## src/rtl/sim_memory_model_sync_fifo.sv

```systemverilog
// sim_memory_model_sync_fifo: single-clock FIFO with first-word-fall-through read data.
// Rev 1.0 - initial release.
`default_nettype none

module sim_memory_model_sync_fifo #(
  parameter int P_N       = 16,
  parameter int P_DEPTH   = 4,
  parameter int P_DEPTH_N = 2
) (
  input  logic                 iCLOCK,
  input  logic                 inRESET,
  output logic [P_DEPTH_N:0]   oCOUNT,
  input  logic                 iWR_EN,
  input  logic [P_N-1:0]       iWR_DATA,
  output logic                 oWR_FULL,
  input  logic                 iRD_EN,
  output logic [P_N-1:0]       oRD_DATA,
  output logic                 oRD_EMPTY
);

  logic [P_N-1:0]     r_mem [P_DEPTH];
  logic [P_DEPTH_N:0] r_wr_ptr;
  logic [P_DEPTH_N:0] r_rd_ptr;

  logic               w_full;
  logic               w_empty;
  logic               w_push;
  logic               w_pop;

  // Pointers carry one extra wrap bit so full and empty stay distinguishable.
  assign w_empty = (r_wr_ptr == r_rd_ptr);
  assign w_full  = (r_wr_ptr[P_DEPTH_N-1:0] == r_rd_ptr[P_DEPTH_N-1:0]) &&
                   (r_wr_ptr[P_DEPTH_N] != r_rd_ptr[P_DEPTH_N]);

  assign w_push  = iWR_EN && !w_full;
  assign w_pop   = iRD_EN && !w_empty;

  always_ff @(posedge iCLOCK or negedge inRESET) begin
    if (!inRESET) begin
      r_wr_ptr <= '0;
      r_rd_ptr <= '0;
    end else begin
      if (w_push) r_wr_ptr <= r_wr_ptr + 1'b1;
      if (w_pop)  r_rd_ptr <= r_rd_ptr + 1'b1;
    end
  end

  always_ff @(posedge iCLOCK or negedge inRESET) begin
    if (!inRESET) begin
      for (int i = 0; i < P_DEPTH; i++) r_mem[i] <= '0;
    end else if (w_push) begin
      r_mem[r_wr_ptr[P_DEPTH_N-1:0]] <= iWR_DATA;
    end
  end

  assign oCOUNT    = r_wr_ptr - r_rd_ptr;
  assign oWR_FULL  = w_full;
  assign oRD_EMPTY = w_empty;
  assign oRD_DATA  = r_mem[r_rd_ptr[P_DEPTH_N-1:0]];

endmodule

`default_nettype wire

```

## config.mk

```make
export PLATFORM = sky130hd
export DESIGN_NAME = sim_memory_model_sync_fifo
export DESIGN_NICKNAME = d
export VERILOG_FILES = /design/src/rtl/sim_memory_model_sync_fifo.sv
export SDC_FILE = /design/constraint.sdc
export NUM_CORES = 1
export LEC_CHECK = 0
export CAP_MARGIN = 10
export CELL_PAD_IN_SITES_DETAIL_PLACEMENT = 1
export CELL_PAD_IN_SITES_GLOBAL_PLACEMENT = 1
export CORE_MARGIN = 2
export CORE_UTILIZATION = 30
export CTS_CLUSTER_DIAMETER = 200
export DETAILED_ROUTE_END_ITERATION = 10
export DONT_BUFFER_PORTS = 1
export PLACE_DENSITY_LB_ADDON = 0.1
export SLEW_MARGIN = 30
export SYNTH_ARGS = -nofsm -noshare
export SYNTH_HDL_FRONTEND = slang
export SYNTH_SLANG_ARGS = --single-unit
export TNS_END_PERCENT = 30
```

## constraint.sdc

```tcl
create_clock -name iCLOCK -period 6.9 [get_ports iCLOCK]
set_input_delay 1.38 -clock iCLOCK [delete_from_list [all_inputs] [get_ports iCLOCK]]
set_output_delay 1.38 -clock iCLOCK [all_outputs]
set_load 0.05 [all_outputs]
```

# After elaboration in Yosys (flattened, before gate mapping)
# Cells that the tools add are included.
dict set report word_totals {
  register_bits 70
  wordCells 29
  input_bits 20
}
dict set report classes {
  eq_ne 3
  reduce_logical 6
  bitwise_logic 2
  n_mux 6
  magnitude_cmp 3
  addsub 3
}
# operator count
set ops {}
lappend ops {{bitwise mux 64 bit} 1}
lappend ops {{2-to-1 mux 16 bit} 3}
lappend ops {{binary-select mux 16 bit (select 2 bit)} 1}
lappend ops {{demux 16 bit (select 2 bit)} 1}
lappend ops {{adder 3 x 1 -> 3 bit, second input constant} 2}
lappend ops {{>= comparator 3 bit, second input constant} 2}
lappend ops {{NOT 2 -> 3 bit} 2}
lappend ops {{logical AND 1 bit} 4}
lappend ops {{== test 3 bit} 1}
lappend ops {{less-than comparator 3 x 1 -> 1 bit, second input constant} 1}
lappend ops {{subtractor 3 bit} 1}
lappend ops {{== test 2 bit} 1}
lappend ops {{logical NOT 1 bit} 2}
lappend ops {{!= test 1 bit} 1}

# Logic depth before layout (Yosys ltp)
# Gate-level depths: netlist of run 1.
dict set report depth {
  depth_word 6
  depth_mapped 9
}

# Least setup slack after synthesis of run 1
# Ideal clock, no wire load.
dict set report synth_path {
  path_type {reg-to-output}
  startpoint {register r_rd_ptr[1]}
  endpoint {output port oCOUNT[2]}
  n_path_buf 2
  path_stages_with_launch 6
  path_slack_ps 3167
  arrival_time_ps 2353
  required_ps 5520
  path_cell_list {dfrtp_1 > clkbuf_1 > clkbuf_1 > inv_1 > fa_1 > xnor2_1}
}
dict set report synth_via {
  elab_chain_cells 1
}
# item line_no
set synth_lines {}
lappend synth_lines {{start, declared} 23} ;# logic [P_DEPTH_N:0] r_rd_ptr;
lappend synth_lines {{start signal, assigned} 44} ;# if (w_pop) r_rd_ptr <= r_rd_ptr + 1'b1;
lappend synth_lines {{subtractor 3 bit} 56} ;# assign oCOUNT = r_wr_ptr - r_rd_ptr;
lappend synth_lines {{end, declared} 12} ;# output logic [P_DEPTH_N:0] oCOUNT,
# No other way between the ends.

# Final worst setup path of run 1
dict set report layout_path {
  startpoint {register r_rd_ptr[1]}
  endpoint {output port oRD_EMPTY}
}
dict set report layout_via {
  elab_chain_cells 1
}
# item line_no
set layout_lines {}
lappend layout_lines {{== test 3 bit} 31} ;# assign w_empty = (r_wr_ptr == r_rd_ptr);
lappend layout_lines {{end, declared} 18} ;# output logic oRD_EMPTY
# No other way between the ends.

==> summary by stage, run 1 <==
Worst setup path
The depth of the worst register-to-register path is 6. The endpoint class of the critical path is a primary output. The critical path goes through inv_1 > ha_1 > nand2_1 > nor2_1. The first element of the critical path is r_rd_ptr[1]. In this run the worst path has a maximum fanout of 19.

The worst setup path is launched from a flip-flop. The number of buffers and inverters on the critical path is 1. In this run the critical register-to-register path is launched from r_rd_ptr[1].

Among all stages on the critical path, the largest delay is contributed by dfrtp_2. The required time of the critical path is between 5 and 6 ns. Data on the critical path arrives at its endpoint at 2.38 ns.

The critical path start-end classification is reg2out. The highest cell delay on the worst timing path is slightly above 0.7 ns. Grouping stages by cell kind, the critical path spends the most delay in simple AND/OR/NAND/NOR gates. The critical path runs through a total of 4 cells.

Floorplan
The count of boundary I/O pins is 41. After floorplanning, the core was sized to cover 10,400 µm². From left edge to right edge, the die measures 108 µm. The number of rows in the core area is 37. The initial standard-cell utilization of the core is between 30% and 40%. The die extent in y is around 110 µm. The die covers around 12,000 µm².

Global route
The maximum number of pins on one net before global-route repair is a little over 70. The global route total overflow is 0. The initial antenna violation count came to 0. The first global-routing pass estimated roughly 11,000 µm of wire.

Global routing used around an eighth of the available tracks across all layers. The number of global-route vias before repair is 2,013.

Placed design
The global placer's final weighted congestion is a little over 0.7. The post-detailed-placement half-perimeter wirelength is between 4000 and 5000 µm. Buffers placed on the I/O ports in this run total 0.

In this run, placement finished with an instance count of 331.

Clock tree
The tree built by TritonCTS fans out to 70 sinks. The buffer depth of the longest clock path is 2. In this run, CTS created clock tree buffers numbering 9. The root buffer cell chosen for the clock tree is clkbuf_8. The clock edge transition at the registers on the reported setup and hold paths is 0.08 ns. The number of levels in the clock H-tree is 3. The later pin in the worst-skew pair is clocked with a latency of approximately 0.34 ns. TritonCTS built the clock tree. In this run, post-CTS hold repair placed 0 buffers. After clock tree synthesis, the setup repair step added 0 buffers.

Post-CTS repair changed the size of 0 cells.

Synthesis
Among all flip-flop cells after synthesis, the most frequent one is dfrtp_1. In this run, synthesis inferred 0 flip-flops with an integrated enable. Counting distinct cell types in the post-synthesis netlist gives 22. Sorting the synthesized cells by area gives the leading types as dfrtp_1 (54%), mux2_2 (23%), mux4_2 (11%), ha_1 (2.7%), a21oi_2 (1.1%). The post-synth design cell area is ~3200 µm².

The share of async-settable or async-resettable flops after synthesis is 100%. Synthesis inferred 70 register bits. The number of standard cells after synthesis is ~200.

Counting every net in the synthesized netlist gives approximately 230. In this run the biggest area consumer among cell types represents about 54% of the synthesized area. For this run, the number of Yosys warnings is 0. The leading area contributor after synthesis is dfrtp_1. The average cell area after synthesis is around 16 µm².

The portion of the post-synthesis area used by sequential elements is ~54%.

Layout
The non-filler instance count after layout is about 350. The count of filler cells inserted in the layout is around 1,100. The most common cell after layout, fill and taps aside is dfrtp_1.

The layout cell share with drive strength beyond 1 is 53.6%. The area of the multi-input gates is between 1000 and 1500 µm². The count of inserted antenna diode cells is 0.

The net count reported at finish is 234. Summing all flip-flop and latch instances after layout gives between 1500 and 2000 µm². From synthesis to final layout, the design area changed by 11.5%. The library cells used most frequently in the layout, excluding fill and tap cells, are dfrtp_1 (69), mux2_2 (66), mux4_2 (16).

STA
Setup repair after global routing left no endpoint under its margin. Setup total negative slack on the finished layout was measured at 0 ns. The worst path needs roughly 3.8 ns of the cycle, external delays included. Dividing the final minimum period by the clock period gives 54.5%.

The final-report hold violation count is 0. The clock arrives with roughly 0.010 ns of skew. The number of pins with negative max-slew slack in the final report was 0. The slew at the pin closest to its max-slew limit is between 0.8 and 0.9 ns. The maximum frequency from static timing analysis is roughly 0.27 GHz. Setup violations remaining at the end of the flow were counted as 0. Headroom to the max-slew limit came out at 39.9%.

Route
Once detail routing completed, the nets flagged for antenna violations numbered 0. The per-cell routed wire length is between 20 and 25 µm. The post-detailed-route DRC marker count is 0.

The aggregate routed wire length is 7110 µm. The detailed-route vias per instance is roughly 5. Across all layers, the routed design uses roughly 1,700 vias. The number of search-and-repair iterations in the first detailed-routing pass is 3. The starting DRC count in detailed routing is 43.

Min path
The startpoint identified for the worst hold timing path is r_mem[54]. Counting instances, the worst hold path has a depth of 1. The type of the most critical hold path is reg2reg.

Status
The run finished with clean final reports.

Run
The max-cap violation count is 0.
## cells by family (layout without fill, tap and decap cells)
group           after synthesis  after routing  synth area share, %
compound gates                8              8                 2.17
xor+xnor                      4              4                 1.66
fa+ha+maj                     8              8                 3.33
buf+inv                      14             26                 2.71
flops                        70             70                 54.2
mux                          82             82                 34.1
simple gates                 13             13                 1.82
## area by class of cell
type	count	share of cell area, %
Sequential cell	70	48.6
Timing Repair Buffer	5	1.04
Tap cell	136	4.72
Clock buffer	9	3.44
Multi-Input combinational cell	115	38.9
Clock inverter	7	2.74
Inverter	5	0.521
## synthesized netlist by cell type, types with 2 or more instances
master	count
nand2_1	6
nor3_1	3
ha_1	7
xnor2_1	3
mux4_2	16
a21oi_2	4
buf_6	3
inv_1	5
buf_2	2
mux2_2	66
dfrtp_1	70
clkbuf_1	3
nor2_1	2
## routing by layer
metal	GRT usage (%)	wire, µm	up-vias
li1	-	-	742
met2	23.0	3770	25
met3	3.33	297	9
met4	4.67	95	0
met1	16.0	2940	934
met5	0	0	-
## per-stage QoR
stage                     area [µm²]  util, %  hold WS (ns)  setup WS [ns]
after floorplan                 3230        -         0.475           3.17
after global routing            3600     34.6         0.525           3.00
after CTS                       3600     34.6         0.512           2.71
after global placement          3370     32.4         0.483           2.95
after detailed placement        3380     32.4         0.495           3.10
final                           3600     34.6         0.506           3.14
## state kept, by name, indices dropped and copies added, names as in the netlist
register,count
r_mem,64
r_wr_ptr,3
r_rd_ptr,3
## final timing paths
kind                       slack [ns]          end
setup / recovery                 3.14    oRD_EMPTY
hold / removal                   0.51    r_mem[54]
setup reg to reg                 4.40    r_mem[15]
hold reg to reg                  0.51    r_mem[54]
max in group asynchronous        6.06    r_mem[42]
min in group asynchronous        0.72  r_wr_ptr[2]
Power of run 1 is left out: the tool's default activity adds up to more than one toggle a clock period on the data nets, which glitch-free logic cannot reach.
==> inputs of run 2 (changes only) <==
==> constraint.sdc (replaced) <==
create_clock -name iCLOCK -period 3.05 [get_ports iCLOCK]
set_input_delay 0.61 -clock iCLOCK [delete_from_list [all_inputs] [get_ports iCLOCK]]
set_output_delay 0.61 -clock iCLOCK [all_outputs]
set_load 0.05 [all_outputs]
==> summary by stage, run 2 (same netlist as run 1, synthesis figures left out) <==
Route
The routed length on met2 is between 4000 and 5000 µm. The count of nets left with antenna violations once routing finished came out at 0. Summed over all nets, wire length on met3 after detailed routing comes to about 350 µm.

The via count is around 1,700. After detailed routing, no signal wire sits above met4. The detailed router put a total of about 2800 µm of wire on met1. After detailed routing, the average wire length per cell comes to just over 20 µm. The number of search-and-repair iterations in the first detailed-routing pass is 4. In the routed design, unresolved DRC markers number 0. The aggregate routed wire length is just over 7000 µm. The detailed-route vias per instance is ~4.9. The detailed router finished its first iteration with 35 violations.

Worst setup path
The critical path runs through a total of 3 cells. Data arrives at the worst endpoint at 2.03 ns. Traced cell by cell, the critical path runs through ha_1 > and2_1 > and2_2.

Along the worst path, the maximum fanout reaches 8. By startpoint and endpoint, the worst setup path is classified as reg2out. The first element of the critical path is r_rd_ptr[0]. For this run, the slowest stage of the critical path takes between 0.5 and 0.6 ns. Data on the critical path is required at its endpoint by ~2.4 ns. The register-to-register setup slack is between 0.8 and 0.9 ns. Broken down by cell family, the worst path's largest delay share belongs to simple AND/OR/NAND/NOR gates. The depth of the worst register-to-register path is 5. Among all stages on the critical path, the largest delay is contributed by dfrtp_1. The worst path buffer plus inverter count is 0. The termination of the worst setup path is oWR_FULL. The startpoint of the most critical register-to-register path is r_rd_ptr[0]. The endpoint class of the critical path is a primary output. The worst setup path is launched from a flip-flop.

The capturing point of the worst reg2reg path is r_mem[36].

Global route
Global routing used ~14% of the available tracks. The maximum number of pins on one net before global-route repair is ~70. After global routing the overflow that remains totals 0. The first-pass GRT wire length is around 12,000 µm. The initial antenna violation count is 0.

The number of global-route vias before repair is slightly above 2,000.

STA
Setup violations remaining at the end of the flow were counted as 0. The worst pin sits at a relative slew slack of 71.8%. The number of pins with negative max-slew slack in the final report is 0. Across all setup checks in the final design, the least slack found is 0.406 ns. The final setup skew is 0.00936 ns. The final hold slack is roughly 0.15 ns.

Setup repair after global routing left no endpoint under its margin. The slew at the pin closest to its max-slew limit is between 0.4 and 0.5 ns. Setup total negative slack on the finished layout was measured at 0 ns. After layout, the worst path uses 86.7% of the clock period.

The final period demand of the worst path is between 2 and 3 ns. The final-report hold violation count is 0. The maximum frequency from static timing analysis is 0.378 GHz.

Placed design
The global placer's final weighted congestion is about 0.73. During placement, the flow inserted port buffers numbering 0. Prior to clock tree synthesis, the placed netlist has a worst setup slack of roughly 0.72 ns. The post-detailed-placement half-perimeter wirelength is between 5000 and 6000 µm.

Floorplan
The count of boundary I/O pins is 41. Measured along the y axis, the die boundary spans 108 µm. The initial standard-cell utilization of the core is between 30% and 40%. From left edge to right edge, the die measures 108 µm.

The region available for standard cell placement spans roughly 10,000 µm². The area enclosed by the die boundary is 11,600 µm². The floorplan has 37 rows.

Clock tree
The clock tree root driver cell is clkbuf_8. The number of clock buffers added by TritonCTS is 9. The hold buffer count at cts is 1. Once the clock tree was built, the resizer swapped 0 gates to a different size. The insertion delay of the later-clocked pin in the worst-skew pair is roughly 0.34 ns. Once the clock tree was built, the setup fixing pass inserted 0 buffers. The clock tree from TritonCTS is done. No sink is reached through more buffers than the 2 on the longest clock path. The clock sink count is 70. After clock tree synthesis, the clock-pin slew on the worst setup and hold paths is roughly 0.070 ns. The H-tree was split into 3 levels.

Layout
The net count reported at finish is about 240. The layout cell share with drive strength beyond 1 is between 50% and 60%. The largest registers in the layout are r_mem x64, r_rd_ptr x3, r_wr_ptr x3. The most common cell after layout, fill and taps aside is dfrtp_1. The library cells used most frequently in the layout, excluding fill and tap cells, are dfrtp_1 (70), mux2_2 (66), mux4_2 (16). From synthesis to final layout, the design area changed by 13.2%. The number of flip-flops under the largest register name is 64. The register name with the most flops is r_mem.

The count of inserted antenna diode cells is 0.

Status
The flow ran to the end, and the final reports show no timing, DRC or antenna violations.

Min path
The path class of the tightest hold or removal check is in2async.

Run
The tool flagged a number of max-cap violations equal to 0.
run 2: how the worst min path moves through the flow:
| stage | to | slack, ns | cells past startpoint |
|---|---|---|---|
| finish | r_rd_ptr[1] | 0.15 | 1 |
| global route | r_mem[43] | 0.15 | 1 |
| CTS | r_mem[43] | 0.15 | 1 |
| detailed placement | r_rd_ptr[2] | 0.32 | 0 |
| global placement | r_wr_ptr[2] | 0.32 | 0 |
| floorplan | r_mem[0] | 0.31 | 0 |
run 2: per-stage QoR:
stage               area, µm²  util [%]  instances
floorplan                3230         -        199
global placement         3440      33.1        339
detailed placement       3440      33.1        339
CTS                      3660      35.1        356
global route             3660      35.1        356
finish                   3660      35.1        356
run 2: layer usage:
layer  track usage [%]  vias up
met5                 0        -
met1              15.4      941
li1                  -      759
met3              3.81       10
met2              25.0       29
met4              5.77        0
run 2: layout make-up:
cell class	instances	area (µm²)
clock buffers	12	155
clock inverters	4	31.3
repair buffers	14	138
fillers	1075	6760
well taps	136	170
flip-flops and latches	70	1750
multi-input cells	115	1390
inverters	5	18.8
Power of run 2 is left out for the same reason.
==> inputs of run 3 (changes only) <==
--- a/config.mk
+++ b/config.mk
@@ -14,6 +14,7 @@
 export DETAILED_ROUTE_END_ITERATION = 10
 export DONT_BUFFER_PORTS = 1
 export PLACE_DENSITY_LB_ADDON = 0.1
+export SKIP_LAST_GASP = 1
 export SLEW_MARGIN = 30
 export SYNTH_ARGS = -nofsm -noshare
 export SYNTH_HDL_FRONTEND = slang
==> results of run 3 <==
The final DEF is identical to that of run 2; final timing and power are the same.
Power of run 3 is left out for the same reason.
